<file path="src/rtl/alu_pkg.sv">
// Shared opcodes, FSM encoding and helpers for the bit-serial ALU.
// Imported by the engine and its one-bit slice.
package alu_pkg;

  localparam logic [2:0] ADD_ALU  = 3'd0;
  localparam logic [2:0] SUB_ALU  = 3'd1;
  localparam logic [2:0] XOR_ALU  = 3'd2;
  localparam logic [2:0] SLT_ALU  = 3'd3;
  localparam logic [2:0] AND_ALU  = 3'd4;
  localparam logic [2:0] NAND_ALU = 3'd5;
  localparam logic [2:0] NOR_ALU  = 3'd6;
  localparam logic [2:0] OR_ALU   = 3'd7;

  typedef enum logic [1:0] {
    IDLE = 2'd0,
    RUN  = 2'd1,
    DONE = 2'd2
  } state_t;

  function automatic logic is_arith(
    input logic [2:0] c
  );
    return (c == ADD_ALU) ||
           (c == SUB_ALU) ||
           (c == SLT_ALU);
  endfunction

  function automatic logic is_sub(
    input logic [2:0] c
  );
    return (c == SUB_ALU) ||
           (c == SLT_ALU);
  endfunction

endpackage

</file>
<file path="src/rtl/serial_alu_slice.sv">
// Combinational one-bit ALU slice.
// Subtract-type ops invert b here; the carry-in supplies the +1.
module serial_alu_slice
  import alu_pkg::*;
(
  input  logic       a,
  input  logic       b,
  input  logic       carryin,
  input  logic [2:0] command,
  output logic       result,
  output logic       carryout
);

  logic b_eff;

  assign b_eff = b ^ is_sub(command);

  always_comb begin
    result   = 1'b0;
    carryout = 1'b0;
    unique case (1'b1)
      is_arith(command): begin
        result   = a ^ b_eff ^ carryin;
        carryout = (a & b_eff) |
                   (carryin & (a ^ b_eff));
      end
      (command == XOR_ALU):  result = a ^ b;
      (command == AND_ALU):  result = a & b;
      (command == NAND_ALU): result = ~(a & b);
      (command == NOR_ALU):  result = ~(a | b);
      (command == OR_ALU):   result = a | b;
      default: result = 1'b0;
    endcase
  end

endmodule

</file>
<file path="src/rtl/serial_alu_engine.sv">
// Bit-serial ALU engine: feeds one slice LSB-first, one bit per clock,
// and assembles the WIDTH-bit result plus carry/overflow/zero flags.
module serial_alu_engine
  import alu_pkg::*;
#(
  parameter int WIDTH = 32
) (
  input  logic             clk,
  input  logic             rst_n,
  input  logic             start,
  input  logic [2:0]       command,
  input  logic [WIDTH-1:0] operand_a,
  input  logic [WIDTH-1:0] operand_b,
  output logic             busy,
  output logic             done,
  output logic [WIDTH-1:0] result,
  output logic             carryout,
  output logic             overflow,
  output logic             zero
);

  localparam int CW = $clog2(WIDTH);
  localparam logic [CW-1:0] LAST = CW'(WIDTH - 1);

  state_t           state;
  state_t           state_nx;
  logic [WIDTH-1:0] a_q;
  logic [WIDTH-1:0] b_q;
  logic [WIDTH-1:0] sr_q;
  logic [2:0]       cmd_q;
  logic [CW-1:0]    cnt_q;
  logic             c_q;

  logic             s_res;
  logic             s_co;
  logic             last;
  logic             arith;
  logic             ov_w;
  logic             co_w;
  logic [WIDTH-1:0] full;
  logic [WIDTH-1:0] fin;

  serial_alu_slice u_slice (
    .a        (a_q[cnt_q]),
    .b        (b_q[cnt_q]),
    .carryin  (c_q),
    .command  (cmd_q),
    .result   (s_res),
    .carryout (s_co)
  );

  assign arith = is_arith(cmd_q);
  assign last  = (cnt_q == LAST);
  assign full  = {s_res, sr_q[WIDTH-1:1]};
  assign ov_w  = arith & (c_q ^ s_co);
  assign co_w  = arith & s_co;

  // SLT collapses to the corrected sign of the difference
  assign fin = (cmd_q == SLT_ALU) ?
               {{(WIDTH-1){1'b0}}, s_res ^ ov_w} :
               full;

  always_ff @(posedge clk or negedge rst_n) begin
    if (!rst_n) state <= IDLE;
    else        state <= state_nx;
  end

  always_comb begin
    state_nx = state;
    unique case (state)
      IDLE:    if (start) state_nx = RUN;
      RUN:     if (last)  state_nx = DONE;
      DONE:    state_nx = IDLE;
      default: state_nx = IDLE;
    endcase
  end

  always_ff @(posedge clk or negedge rst_n) begin
    if (!rst_n) begin
      a_q      <= '0;
      b_q      <= '0;
      sr_q     <= '0;
      cmd_q    <= '0;
      cnt_q    <= '0;
      c_q      <= 1'b0;
      result   <= '0;
      carryout <= 1'b0;
      overflow <= 1'b0;
      zero     <= 1'b0;
    end else begin
      if (state == IDLE && start) begin
        a_q   <= operand_a;
        b_q   <= operand_b;
        cmd_q <= command;
        cnt_q <= '0;
        c_q   <= is_sub(command);
      end
      if (state == RUN) begin
        sr_q <= full;
        if (arith) c_q <= s_co;
        if (!last) begin
          cnt_q <= cnt_q + 1'b1;
        end else begin
          result   <= fin;
          carryout <= co_w;
          overflow <= ov_w;
          zero     <= (fin == '0);
        end
      end
    end
  end

  assign busy = (state != IDLE);
  assign done = (state == DONE);

endmodule
</file>
<file path="config.mk">
export PLATFORM = sky130hd
export DESIGN_NAME = serial_alu_engine
export DESIGN_NICKNAME = d
export VERILOG_FILES = /design/src/rtl/alu_pkg.sv /design/src/rtl/serial_alu_slice.sv /design/src/rtl/serial_alu_engine.sv
export SDC_FILE = /design/constraint.sdc
export NUM_CORES = 1
export LEC_CHECK = 0
export CORE_MARGIN = 2
export CORE_UTILIZATION = 38
export DETAILED_ROUTE_END_ITERATION = 16
export GPL_TIMING_DRIVEN = 1
export PLACE_DENSITY = 0.71
export RECOVER_POWER = 100
export SYNTH_ARGS = -nofsm -noshare
export SYNTH_HDL_FRONTEND = slang
export SYNTH_SLANG_ARGS = --single-unit
</file>
<file path="constraint.sdc">
create_clock -name clk -period 4.16 [get_ports clk]
set_input_delay 0.832 -clock clk [delete_from_list [all_inputs] [get_ports clk]]
set_output_delay 0.832 -clock clk [all_outputs]
set_load 0.1 [all_outputs]
</file>
==> run summary, run 1 <==
Overall Power -> 6.63 mW
multi-input combinational cell area -> 0.00236 mm^2
Max clock buf depth -> 2
register area -> 0.00353 mm^2
layout cell share with drive strength beyond 1 -> 0.0637
Pins Over Slew Limit -> 146
Main synth FF type -> dfrtp_1
Post-synth EDFFs -> 0
hold crit path type -> reg2reg
sequential cell area fraction in the yosys report -> 0.583
Yosys reg bits -> 141
Async S/R FF share, synth -> 1.00
setup slack after layout -> 600 ps
Num CTS Buffers -> 17
Initial Util -> 0.385
WP data arrival -> 3890 ps
cts repair resizes -> 0
first-pass GRT wire length -> 22.6 mm
htree depth -> 4
DPL Wire Length -> 9.08 mm
fmax -> 0.281 GHz
antenna diode count -> 0
placed insts -> 908
initial antenna violation count -> 0
Setup Crit Path Kind -> reg2reg
most frequent cells in the layout -> nand2_1, dfrtp_1, clkdlybuf4s50_1, dlygate4sd3_1, a22o_1
largest net degree at the start of global routing -> 91
relative slew slack -> -0.451
Least-Margin Pin Slew -> 2180 ps
Setup Buffers After CTS -> 0
Core Util, Final -> 0.500
overall die area -> 0.0170 mm^2
Setup crit end kind -> flop
height of the die -> 130 um
Yosys Warn Count -> 0
clock root buffer -> clkbuf_16
TritonCTS clock tree -> done
fillers -> 1,453
Clock transition at path regs -> 60 ps
pre-CTS WS -> 576 ps
Rows -> 46
LEAKAGE -> 3.97 nW
worst skew pair latency -> 420 ps
drt wl/cell -> 14.2 um
outcome -> finished with violations
Avg Vias per Cell -> 4.77
DR vias -> 4,473
routability congestion estimate -> 0.765
number of setup violations in the final report -> 0
skew final -> 12.8 ps
hold buffers post-CTS -> 0
Core ar. -> 0.0157 mm^2
WP data required -> 4490 ps
global-route usage over all layers -> 0.171
VDD IR max -> 457 uV
most common cell after layout, fill and taps aside -> nand2_1
final hold vios -> 0
CTS Sinks -> 141
antenna violation net count after detailed routing -> 0
crit-path max FO -> 14
vias in the first global route -> 4,559
synth unique cells -> 42
Die Width -> 130 um
Setup crit start kind -> flop
setup TNS -> 0 ps
max_cap viols -> 2
Mapped Cells -> 611
grt ovf -> 0
Post-route DRC -> 0
pwr dens -> 844 mW/mm^2
Post-Syn Area per Cell -> 9.91 um^2
DR iter-0 viols -> 312
IO Pins -> 107
Mapped Nets -> 686
WL final -> 13.3 mm
Non-Filler Instances -> 938
Total Nets Final -> 786
Final min period -> 3560 ps
RSZ-0062 raised after global routing -> no
failing checks -> capacitance limit, slew limit
final period utilization -> 0.856
port bufs -> 106
Mapped Area -> 0.00605 mm^2
Area Overhead vs Synth -> 29.7%
Initial DRT Pass Iterations -> 4
==> registers in the layout (all words and copies together), names as in the netlist <==
name and flops:
a_q 32, b_q 32, result 32, sr_q 31, cnt_q 5, cmd_q 3
state 2, c_q 1, carryout 1, overflow 1, zero 1
==> final cells by class <==
class,instances,share of cell area
Sequential cell,141,0.449
Multi-Input combinational cell,428,0.301
Timing Repair Buffer,116,0.141
Clock buffer,23,0.0596
Tap cell,216,0.0344
Clock inverter,7,0.0115
Inverter,7,0.00335
==> per-stage QoR <==
step | area, um^2 | hold WS (ps)
6_report | 7860 | 467
5_1_grt | 7860 | 495
4_1_cts | 7890 | 470
3_5_place_dp | 7330 | 456
3_3_place_gp | 7330 | 455
2_1_floorplan | 6050 | 437
==> final timing paths <==
kind | endpoint | slack (ps) | depth (start not counted) | start
min in group asynchronous | result[23]$_DFFE_PN0P_ | 1060 | 1 | rst_n
setup / recovery | result[0]$_DFFE_PN0P_ | 600 | 11 | cnt_q[0]$_DFF_PN0_
max in group asynchronous | cnt_q[4]$_DFF_PN0_ | 950 | 2 | rst_n
hold / removal | b_q[22]$_DFFE_PN0P_ | 470 | 2 | b_q[22]$_DFFE_PN0P_
hold reg to reg | b_q[22]$_DFFE_PN0P_ | 470 | 2 | b_q[22]$_DFFE_PN0P_
setup reg to reg | result[0]$_DFFE_PN0P_ | 600 | 11 | cnt_q[0]$_DFF_PN0_
==> power by group <==
part	switching (mW)	internal (mW)	total, mW
combinational	1.76	1.03	2.80
clock	0.544	0.904	1.45
sequential	0.447	1.94	2.39
total	2.76	3.88	6.63
==> per-layer routing <==
metal  wire length [um]  track usage  vias to the layer above
li1                   -            -                     2223
met2               6360        0.277                      120
met5                  0            0                        -
met3                538       0.0398                       21
met4                213       0.0614                        0
met1               6210        0.228                     2109
==> cells in the mapped netlist, types with 6 or more instances <==
master,instances,area share
mux4_1,9,0.039
clkbuf_1,29,0.018
inv_1,6,0.0037
nor2_1,8,0.0050
mux2i_1,8,0.013
dfrtp_1,141,0.58
mux4_2,6,0.022
nor4_1,7,0.0072
a22o_1,34,0.049
nand2_1,307,0.19
==> cells by family (layout without fill, tap and decap cells) <==
logic type      count (synthesis)  after routing  share of synthesized area
fa+ha+maj                       5              5                     0.0116
xor+xnor                        4              4                    0.00579
compound gates                 51             51                     0.0680
mux                            26             26                     0.0802
simple gates                  342            342                      0.224
flops                         141            141                      0.583
buf+inv                        42            153                     0.0279
==> worst max-delay path: stages, from the launching register on <==
cell and delay [ps]:
dfrtp_1 600, buf_4 310, mux4_1 580, a311oi_1 280, a22o_1 240, xnor2_1 100, fa_1 430, xor2_1 200
nor3b_1 350, xnor2_1 160, nand2_1 60, a31oi_1 160
Note: power is estimated with default switching activity, not from simulation.
==> run 2, diff against run 1 <==
--- a/config.mk
+++ b/config.mk
@@ -9,7 +9,7 @@
 export CORE_UTILIZATION = 38
 export DETAILED_ROUTE_END_ITERATION = 16
 export GPL_TIMING_DRIVEN = 1
-export PLACE_DENSITY = 0.71
+export PLACE_DENSITY = 0.73
 export RECOVER_POWER = 100
 export SYNTH_ARGS = -nofsm -noshare
 export SYNTH_HDL_FRONTEND = slang
==> constraint.sdc (replaced) <==
create_clock -name clk -period 3.2 [get_ports clk]
set_input_delay 0.64 -clock clk [delete_from_list [all_inputs] [get_ports clk]]
set_output_delay 0.64 -clock clk [all_outputs]
set_load 0.1 [all_outputs]
==> run summary, run 2 (synthesis gave the netlist of run 1 again) <==
outcome -> finished with violations
failing checks -> capacitance limit, slew limit
worst skew pair latency -> 420 ps
WP data arrival -> 3460 ps
port bufs -> 106
most common cell after layout, fill and taps aside -> nand2_1
Post-route DRC -> 0
global-route usage over all layers -> 0.170
Setup crit start kind -> flop
setup TNS -> 0 ps
TritonCTS clock tree -> done
Die Width -> 130 um
DPL Wire Length -> 9.00 mm
routability congestion estimate -> 0.750
Rows -> 46
Setup Crit Path Kind -> reg2reg
WL final -> 13.6 mm
most frequent cells in the layout -> nand2_1, dfrtp_1, clkdlybuf4s50_1, clkbuf_1, a22o_1
number of setup violations in the final report -> 0
pwr dens -> 1180 mW/mm^2
vias in the first global route -> 4,390
RSZ-0062 raised after global routing -> yes
Non-Filler Instances -> 949
relative slew slack -> -0.0658
Clock transition at path regs -> 60 ps
IO Pins -> 107
WP data required -> 3500 ps
Final min period -> 3150 ps
fmax -> 0.317 GHz
crit-path max FO -> 6
max_cap viols -> 2
final period utilization -> 0.985
Core Util, Final -> 0.499
hold crit path type -> reg2reg
first-pass GRT wire length -> 22.2 mm
Initial DRT Pass Iterations -> 4
multi-input combinational cell area -> 0.00239 mm^2
Initial Util -> 0.385
Total Nets Final -> 796
Pins Over Slew Limit -> 93
CTS Sinks -> 141
placed insts -> 916
Setup crit end kind -> flop
final hold vios -> 0
layout cell share with drive strength beyond 1 -> 0.0955
Core ar. -> 0.0157 mm^2
VDD IR max -> 774 uV
DR vias -> 4,575
register area -> 0.00353 mm^2
antenna violation net count after detailed routing -> 0
Area Overhead vs Synth -> 29.6%
initial antenna violation count -> 0
Least-Margin Pin Slew -> 1600 ps
htree depth -> 4
drt wl/cell -> 14.3 um
fillers -> 1,450
largest net degree at the start of global routing -> 64
LEAKAGE -> 3.87 nW
clock root buffer -> clkbuf_16
Avg Vias per Cell -> 4.82
antenna diode count -> 0
hold_ws -> 472 ps
height of the die -> 130 um
skew final -> 7.06 ps
hold buffers post-CTS -> 0
Num CTS Buffers -> 17
grt ovf -> 0
Largest regs -> a_q: 32 flops, b_q: 32 flops, result: 32 flops
overall die area -> 0.0170 mm^2
Max clock buf depth -> 2
DR iter-0 viols -> 323
==> run 2: path summary, 6_finish.rpt <==
check / startpoint / end / slack (ps) / cells after the start
worst min register to register: b_q[1]$_DFFE_PN0P_ / b_q[1]$_DFFE_PN0P_ / 470 / 2
min in group asynchronous: rst_n / result[23]$_DFFE_PN0P_ / 630 / 1
worst min-delay path: b_q[1]$_DFFE_PN0P_ / b_q[1]$_DFFE_PN0P_ / 470 / 2
worst max register to register: cnt_q[0]$_DFF_PN0_ / zero$_DFFE_PN0P_ / 50 / 11
max in group asynchronous: rst_n / sr_q[6]$_DFFE_PN0P_ / 690 / 2
worst max-delay path: cnt_q[0]$_DFF_PN0_ / zero$_DFFE_PN0P_ / 50 / 11
==> run 2: layout make-up <==
| type | instances | share of cell area |
|---|---|---|
| Clock inverter | 7 | 0.0172 |
| Clock buffer | 24 | 0.0614 |
| Tap cell | 216 | 0.0344 |
| Sequential cell | 141 | 0.450 |
| Inverter | 7 | 0.00335 |
| Timing Repair Buffer | 126 | 0.130 |
| Multi-Input combinational cell | 428 | 0.304 |
==> run 2: per-layer routing <==
layer / GRT usage / share of wire / vias up
met5: 0 / 0 / -
met4: 0.0436 / 0.0088 / 0
met3: 0.0484 / 0.059 / 12
met2: 0.266 / 0.47 / 122
met1: 0.234 / 0.47 / 2190
li1: - / - / 2251
==> run 2: worst max-delay path, stage by stage (launching register included) <==
cell and delay, ps:
dfrtp_1 380, buf_6 150, mux4_2 490, mux4_2 460, and2_4 150, a21oi_4 130
inv_2 60, fa_2 580, mux2i_2 80, mux2_4 310, a31oi_1 180, o21ai_1 70
==> run 2: power breakdown <==
part           switching (mW)  internal [mW]  total, mW  leakage (nW)
combinational            2.46           1.62       4.08          1.76
clock                   0.702           1.36       2.06         0.304
sequential              0.596           2.53       3.12          1.81
total                    3.76           5.51       9.27          3.87
==> run 2: stage by stage <==
stage | total power [mW] | setup WS (ps) | cell area, um^2
floorplan | 5.88 | 40.4 | 6050
global placement | 6.95 | -63.5 | 7330
detailed placement | 7.05 | -98.2 | 7330
CTS | 9.19 | 42.6 | 7970
global route | 9.86 | -79.4 | 7850
finish | 9.27 | 47.8 | 7850
==> run 2: what timing repair did <==
action,4_1_cts,5_1_grt
setup endpoints to repair,1,5
buffers inserted,1,1
resized for setup,2,15
pin swaps,0,7
==> run 3, diff against run 2 <==
--- a/config.mk
+++ b/config.mk
@@ -11,6 +11,7 @@
 export GPL_TIMING_DRIVEN = 1
 export PLACE_DENSITY = 0.73
 export RECOVER_POWER = 100
+export SLEW_MARGIN = 5
 export SYNTH_ARGS = -nofsm -noshare
 export SYNTH_HDL_FRONTEND = slang
 export SYNTH_SLANG_ARGS = --single-unit
==> results of run 3 <==
Same layout as run 2: the final DEF is identical, and so are final timing and power.
